`src/rtl/pr_sched_pkg.sv`:
```
// Shared types and pr_ip status encodings for the partial-reconfiguration scheduler.
package pr_sched_pkg;

    typedef enum logic [3:0] {
        IDLE        = 4'd0,
        FREEZE      = 4'd1,
        START       = 4'd2,
        WAIT_BUSY   = 4'd3,
        STREAM      = 4'd4,
        WAIT_DONE   = 4'd5,
        FAIL        = 4'd6,
        RELEASE_OK  = 4'd7,
        RELEASE_ERR = 4'd8
    } state_t;

    localparam logic [2:0] ST_IDLE        = 3'b000;
    localparam logic [2:0] ST_PR_ERROR    = 3'b001;
    localparam logic [2:0] ST_CRC_ERROR   = 3'b010;
    localparam logic [2:0] ST_INCOMPAT    = 3'b011;
    localparam logic [2:0] ST_IN_PROGRESS = 3'b100;
    localparam logic [2:0] ST_SUCCESS     = 3'b101;
    localparam logic [2:0] ERR_TIMEOUT    = 3'b111;

    function automatic logic is_err_status(input logic [2:0] s);
        return (s == ST_PR_ERROR) || (s == ST_CRC_ERROR) || (s == ST_INCOMPAT);
    endfunction

endpackage

```
`src/rtl/pr_sched_rr_arb2.sv`:
```
// Two-input round-robin arbiter; the pointer only moves when both inputs contend.
module rr_arb2 (
    input  logic       clk,
    input  logic       rst,
    input  logic [1:0] req,
    input  logic       advance,
    output logic [1:0] grant,
    output logic       pointer
);

    always_comb begin
        grant = '0;
        case (req)
            2'b01:   grant = 2'b01;
            2'b10:   grant = 2'b10;
            2'b11:   grant = pointer ? 2'b10 : 2'b01;
            default: grant = '0;
        endcase
    end

    always_ff @(posedge clk or posedge rst) begin
        if (rst)
            pointer <= 1'b0;
        else if (advance && (&req))
            pointer <= ~pointer;
    end

endmodule

```
`src/rtl/pr_sched.sv`:
```
// Shares one pr_ip between two PR regions: arbitrate, freeze, start, stream, release.
module pr_sched
    import pr_sched_pkg::*;
#(
    parameter int FREEZE_CYCLES  = 16,
    parameter int TIMEOUT_CYCLES = 1000000,
    parameter int DATA_W         = 16
) (
    input  logic                clk,
    input  logic                rst,
    input  logic [1:0]          req,
    input  logic [2*DATA_W-1:0] s_data,
    input  logic [1:0]          s_valid,
    input  logic [1:0]          s_last,
    output logic [1:0]          s_ready,
    output logic [1:0]          done,
    output logic [1:0]          err,
    output logic [2:0]          err_code,
    output logic [1:0]          grant,
    output logic                busy,
    output logic [1:0]          freeze,
    output logic                pr_start,
    output logic [DATA_W-1:0]   pr_data,
    output logic                pr_data_valid,
    input  logic                pr_data_ready,
    input  logic [2:0]          pr_status
);

    localparam int CNT_W = $clog2(TIMEOUT_CYCLES + 1);
    localparam logic [CNT_W-1:0] CNT_MAX = CNT_W'(TIMEOUT_CYCLES);
    localparam logic [CNT_W-1:0] TO_LAST = CNT_W'(TIMEOUT_CYCLES - 1);
    localparam logic [CNT_W-1:0] FRZ_END = CNT_W'(FREEZE_CYCLES);

    state_t           state, state_d;
    logic [CNT_W-1:0] cnt;
    logic             cnt_restart;
    logic [2:0]       fail_code, fail_d;
    logic [1:0]       arb_grant;
    logic             arb_pointer_unused;
    logic             gsel;
    logic             xfer;
    logic             timeout;

    rr_arb2 u_arb (
        .clk     (clk),
        .rst     (rst),
        .req     (req),
        .advance (state == IDLE),
        .grant   (arb_grant),
        .pointer (arb_pointer_unused)
    );

    assign gsel    = grant[1];
    assign timeout = (cnt >= TO_LAST);
    assign xfer    = (state == STREAM) && s_valid[gsel] && pr_data_ready;

    always_comb begin
        state_d     = state;
        fail_d      = fail_code;
        cnt_restart = 1'b0;
        case (state)
            IDLE:      if (|req) state_d = FREEZE;
            FREEZE:    if (cnt == FRZ_END) state_d = START;
            START:     state_d = WAIT_BUSY;
            WAIT_BUSY: begin
                if (pr_status == ST_IN_PROGRESS) begin
                    state_d = STREAM;
                end else if (is_err_status(pr_status)) begin
                    state_d = FAIL;
                    fail_d  = pr_status;
                end else if (timeout) begin
                    state_d = FAIL;
                    fail_d  = ERR_TIMEOUT;
                end
            end
            // Error status beats a simultaneous last-word transfer; any transfer re-arms the timeout.
            STREAM: begin
                if (is_err_status(pr_status)) begin
                    state_d = FAIL;
                    fail_d  = pr_status;
                end else if (xfer && s_last[gsel]) begin
                    state_d = WAIT_DONE;
                end else if (xfer) begin
                    cnt_restart = 1'b1;
                end else if (timeout) begin
                    state_d = FAIL;
                    fail_d  = ERR_TIMEOUT;
                end
            end
            WAIT_DONE: begin
                if (pr_status == ST_SUCCESS) begin
                    state_d = RELEASE_OK;
                end else if (is_err_status(pr_status)) begin
                    state_d = FAIL;
                    fail_d  = pr_status;
                end else if (timeout) begin
                    state_d = FAIL;
                    fail_d  = ERR_TIMEOUT;
                end
            end
            FAIL:        state_d = RELEASE_ERR;
            RELEASE_OK:  state_d = IDLE;
            RELEASE_ERR: state_d = IDLE;
            default:     state_d = IDLE;
        endcase
    end

    always_ff @(posedge clk or posedge rst) begin
        if (rst) begin
            state     <= IDLE;
            grant     <= '0;
            cnt       <= '0;
            fail_code <= '0;
            err_code  <= '0;
        end else begin
            state     <= state_d;
            fail_code <= fail_d;
            if (state_d == IDLE)
                grant <= '0;
            else if (state == IDLE)
                grant <= arb_grant;
            if ((state_d != state) || cnt_restart)
                cnt <= '0;
            else if (cnt != CNT_MAX)
                cnt <= cnt + CNT_W'(1);
            if (state == FAIL)
                err_code <= fail_code;
        end
    end

    always_comb begin
        pr_data       = '0;
        pr_data_valid = 1'b0;
        s_ready       = '0;
        if (state == STREAM) begin
            pr_data       = gsel ? s_data[2*DATA_W-1:DATA_W] : s_data[DATA_W-1:0];
            pr_data_valid = s_valid[gsel];
            s_ready[gsel] = pr_data_ready;
        end
    end

    assign freeze   = ((state != IDLE) && (state != RELEASE_OK) && (state != RELEASE_ERR)) ? grant : '0;
    assign pr_start = (state == START);
    assign done     = (state == RELEASE_OK)  ? grant : '0;
    assign err      = (state == RELEASE_ERR) ? grant : '0;
    assign busy     = (state != IDLE);

endmodule

```
`config.mk`:
```
export PLATFORM = sky130hd
export DESIGN_NAME = pr_sched
export DESIGN_NICKNAME = d
export VERILOG_FILES = /design/src/rtl/pr_sched_pkg.sv /design/src/rtl/pr_sched_rr_arb2.sv /design/src/rtl/pr_sched.sv
export SDC_FILE = /design/constraint.sdc
export NUM_CORES = 1
export LEC_CHECK = 0
export CORE_MARGIN = 8
export CORE_UTILIZATION = 42
export DETAILED_ROUTE_END_ITERATION = 7
export GPL_ROUTABILITY_DRIVEN = 0
export HOLD_SLACK_MARGIN = 0.06
export PLACE_DENSITY = 0.75
export RECOVER_POWER = 100
export REMOVE_ABC_BUFFERS = 1
export SLEW_MARGIN = 20
export SYNTH_ARGS = -nofsm -noshare
export SYNTH_HDL_FRONTEND = slang
export SYNTH_HIERARCHICAL = 1
export SYNTH_SLANG_ARGS = --single-unit
export TNS_END_PERCENT = 5
```
`constraint.sdc`:
```
create_clock -name clk -period 2.25 [get_ports clk]
set_clock_uncertainty 0.2 [all_clocks]
set_input_delay 0.5625 -clock clk [delete_from_list [all_inputs] [get_ports clk]]
set_output_delay 0.5625 -clock clk [all_outputs]
set_load 0.02 [all_outputs]
```
==> flow_summary.ini, run 1 <==
[outcome]
status = finished, violations left
violations = negative setup slack

[logic_synthesis]
async_flop_share_pct = 100
syn_inst = 281
dominantRegCellSynth = dfrtp_1
synth_cell_types = 53
syn-mean-instance-area_um2 = 8.44
yosysWarnings = 6
yosys_register_bits = 33
synth_area_mm2 = 0.00237
synth_edf_count = 0
ys_seq_area_share_pct = 34.8

[timing]
setup_viol = 45
final_max_slew_viol_count = 0
hold_viol_final = 0
finalWorstSetupSlack_ns = -0.144
fmax_mhz = 418
grt_setup_unrepaired = yes
worst_pin_slew_ns = 0.800
slew_headroom_pct = 46.7
min_period_ns = 2.39
period_share_pct = 106

[finish]
final_cell_mix = buf_4, nor2_1, clkdlybuf4s50_1
diodes = 0
multi_input_area_mm2 = 0.00155
nNetsFinal = 465
register_area_um2 = 830
fillers = 442
syn_to_final_growth_pct = 62.1
drive_above_1_share_pct = 32.2
mostFrequentLayoutCell = buf_4

[critical_path]
worstPathArrival_ns = 2.37
start_kind = register
path_cells = buf_8 -> or3b_2 -> or2_2 -> nand2b_1 -> a211oi_2 -> o211ai_1 -> buf_4 -> buf_6 -> nor2_1
r2r_slack_ns = -0.14
worstReg2RegEnd = cnt[18]
rr_startpoint = state[3]
crit_buf_inv = 3
cp.required_ns = 2.22
path_class = reg2reg
cp_slowest_cell = dfrtp_2
path_max_fanout = 13
reg2regPathDepth = 9
slowest_delay_ns = 0.45
critical-path-top-delay-family = simple AND/OR/NAND/NOR gates
critPathCaptureType = register

[route]
vias = 2631
firstDrtPassIters = 4
avgRoutedWirePerCell_um = 15.9
drt_iter0_drc = 150
drt-total-wl_um = 7790
drc_errors = 0
ant_nets = 0
viasPerCell = 5.36

[die]
die-area_mm2 = 0.00831
coreArea_mm2 = 0.00547
die_height_um = 91.2
die_x_um = 91.2
placementRows = 27
start_util_pct = 43.3
io_pins = 76

[clocking]
cts_tree = done
htreeDepth = 2
clockBufferDepth = 2
clock_latency_ns = 0.29
cts_sinks = 33
cts.clk_slew.worst_paths_ns = 0.06
ctsHoldBuffers = 0
cts-root-buf = clkbuf_8
cts_made_buffers = 5

[min_path]
holdPathEnd = u_arb/pointer
min-delay-start = u_arb/pointer
min_path_cells = 1
hold_class = reg2reg

[grt]
overflow = 0
grt.total_usage_pct = 18.8
grt_max_degree = 33
grt_pass1_wl_um = 13000
antenna_found_initial = 0
grt_pass1_vias = 2609

[pwr]
finalPower_mw = 3.36
vdd.ir_drop.worst_mv = 0.650
p_per_area_mw_per_mm2 = 874
p_leak_nw = 1.74

[flow_run]
maxCapViolCount = 0

[placement]
dp_slack_ns = -0.614
portBuffers = 75
hpwlAfterDp_um = 5850
[synth_stat cells (2+ instances only)]
cell type,number,share of area (%)
and2_1,7,1.8
buf_2,2,0.42
nor2_1,53,8.4
and4_1,5,1.8
inv_1,13,2.1
nor4b_1,3,1.1
a21boi_0,2,0.63
mux2i_1,19,8.0
a21o_1,2,0.63
ha_1,2,1.1
clkbuf_1,12,1.9
nand4_1,7,1.8
xnor2_1,10,3.7
o211ai_1,3,0.95
mux2_2,4,1.9
nand2_1,17,2.7
nor3b_1,2,0.63
or3_1,3,0.79
nor3_1,6,1.3
nand3_1,8,1.7
a21oi_1,10,2.1
nand4b_1,2,0.74
nor2b_1,4,1.1
dfrtp_1,33,35
and3_1,10,2.6
xor2_1,9,3.3
o31ai_1,2,0.63
a211oi_1,2,0.63
a211o_1,2,0.74
nor4_1,4,1.1
[how the worst max path moves through the flow]
stage | startpoint | endpoint | slack (ns) | cells after the start
2_1_floorplan | grant[1] | cnt[10] | -0.74 | 6
6_report | state[3] | cnt[18] | -0.14 | 9
3_5_place_dp | pr_status[2] | cnt[19] | -0.61 | 8
3_3_place_gp | pr_status[2] | cnt[16] | -0.60 | 8
5_1_grt | cnt[13] | grant[0] | -0.27 | 7
4_1_cts | cnt[12] | cnt[18] | -0.12 | 9
[metal layers]
layer  track usage, %  vias to the layer above  routed length, µm
li1                 -                     1264                  -
met2             32.2                      121               3640
met1             22.7                     1233               3460
met5                0                        -                  0
met4             5.05                        0                136
met3             5.02                       13                553
[final cells by class]
type                    count  share of cell area [%]
clock buffers               7                    2.25
inverters                  13                    1.27
multi-input cells         221                    40.2
flip-flops and latches     33                    21.6
well taps                  72                    2.34
repair buffers            145                    32.4
[through the flow]
step                area [µm²]  utilization [%]  std cells  hold WS (ns)  TNS (ns)
finish                    3840             70.3        491         0.298     -3.67
global placement          3610             65.9        474         0.281    -20.97
detailed placement        3610             65.9        474         0.293    -21.39
CTS                       3740             68.3        489         0.233     -2.71
global route              3840             70.3        491         0.338     -7.65
floorplan                 2320                -        267        0.0912    -17.29
[where the power goes]
part           leakage, nW  switching [mW]  internal, mW  total, mW
sequential           0.432           0.106         0.713      0.819
combinational         1.26            1.02          1.07       2.09
clock               0.0443           0.207         0.242      0.450
[sequential cells by signal (all words and copies together), names as in the netlist]
signal         count
grant              2
state              4
cnt               20
u_arb/pointer      1
fail_code          3
err_code           3
[worst reg2reg max path: cells and delay by family, from the launching register on]
kind	cells	cell delay [ns]
compound gates	2	0.21
buf+inv	3	0.49
flops	1	0.45
simple gates	4	0.94
[cells by family after synthesis]
kind of cell               synth area share (%)
AOI/OAI and AO/OA                          10.4
muxes                                      10.5
and+or+nand+nor                            31.8
adders and majority gates                  1.05
DFF                                        34.8
xor gates and xnor gates                   7.01
buffers and inverters                      4.38
[repair_timing]
| action | CTS | global route |
|---|---|---|
| buffers inserted | 6 | 2 |
| cloned | 2 | 0 |
| gates resized for setup | 147 | 32 |
| pin swaps | 31 | 5 |
| setup endpoints to repair | 54 | 53 |
(Power assumes the default switching activity.)
==> run 2, diff against run 1 <==
--- a/config.mk
+++ b/config.mk
@@ -7,6 +7,7 @@
 export LEC_CHECK = 0
 export CORE_MARGIN = 8
 export CORE_UTILIZATION = 42
+export CTS_CLUSTER_DIAMETER = 200
 export DETAILED_ROUTE_END_ITERATION = 7
 export GPL_ROUTABILITY_DRIVEN = 0
 export HOLD_SLACK_MARGIN = 0.06
==> results of run 2 <==
The final DEF is identical to that of run 1; final timing and power are the same.
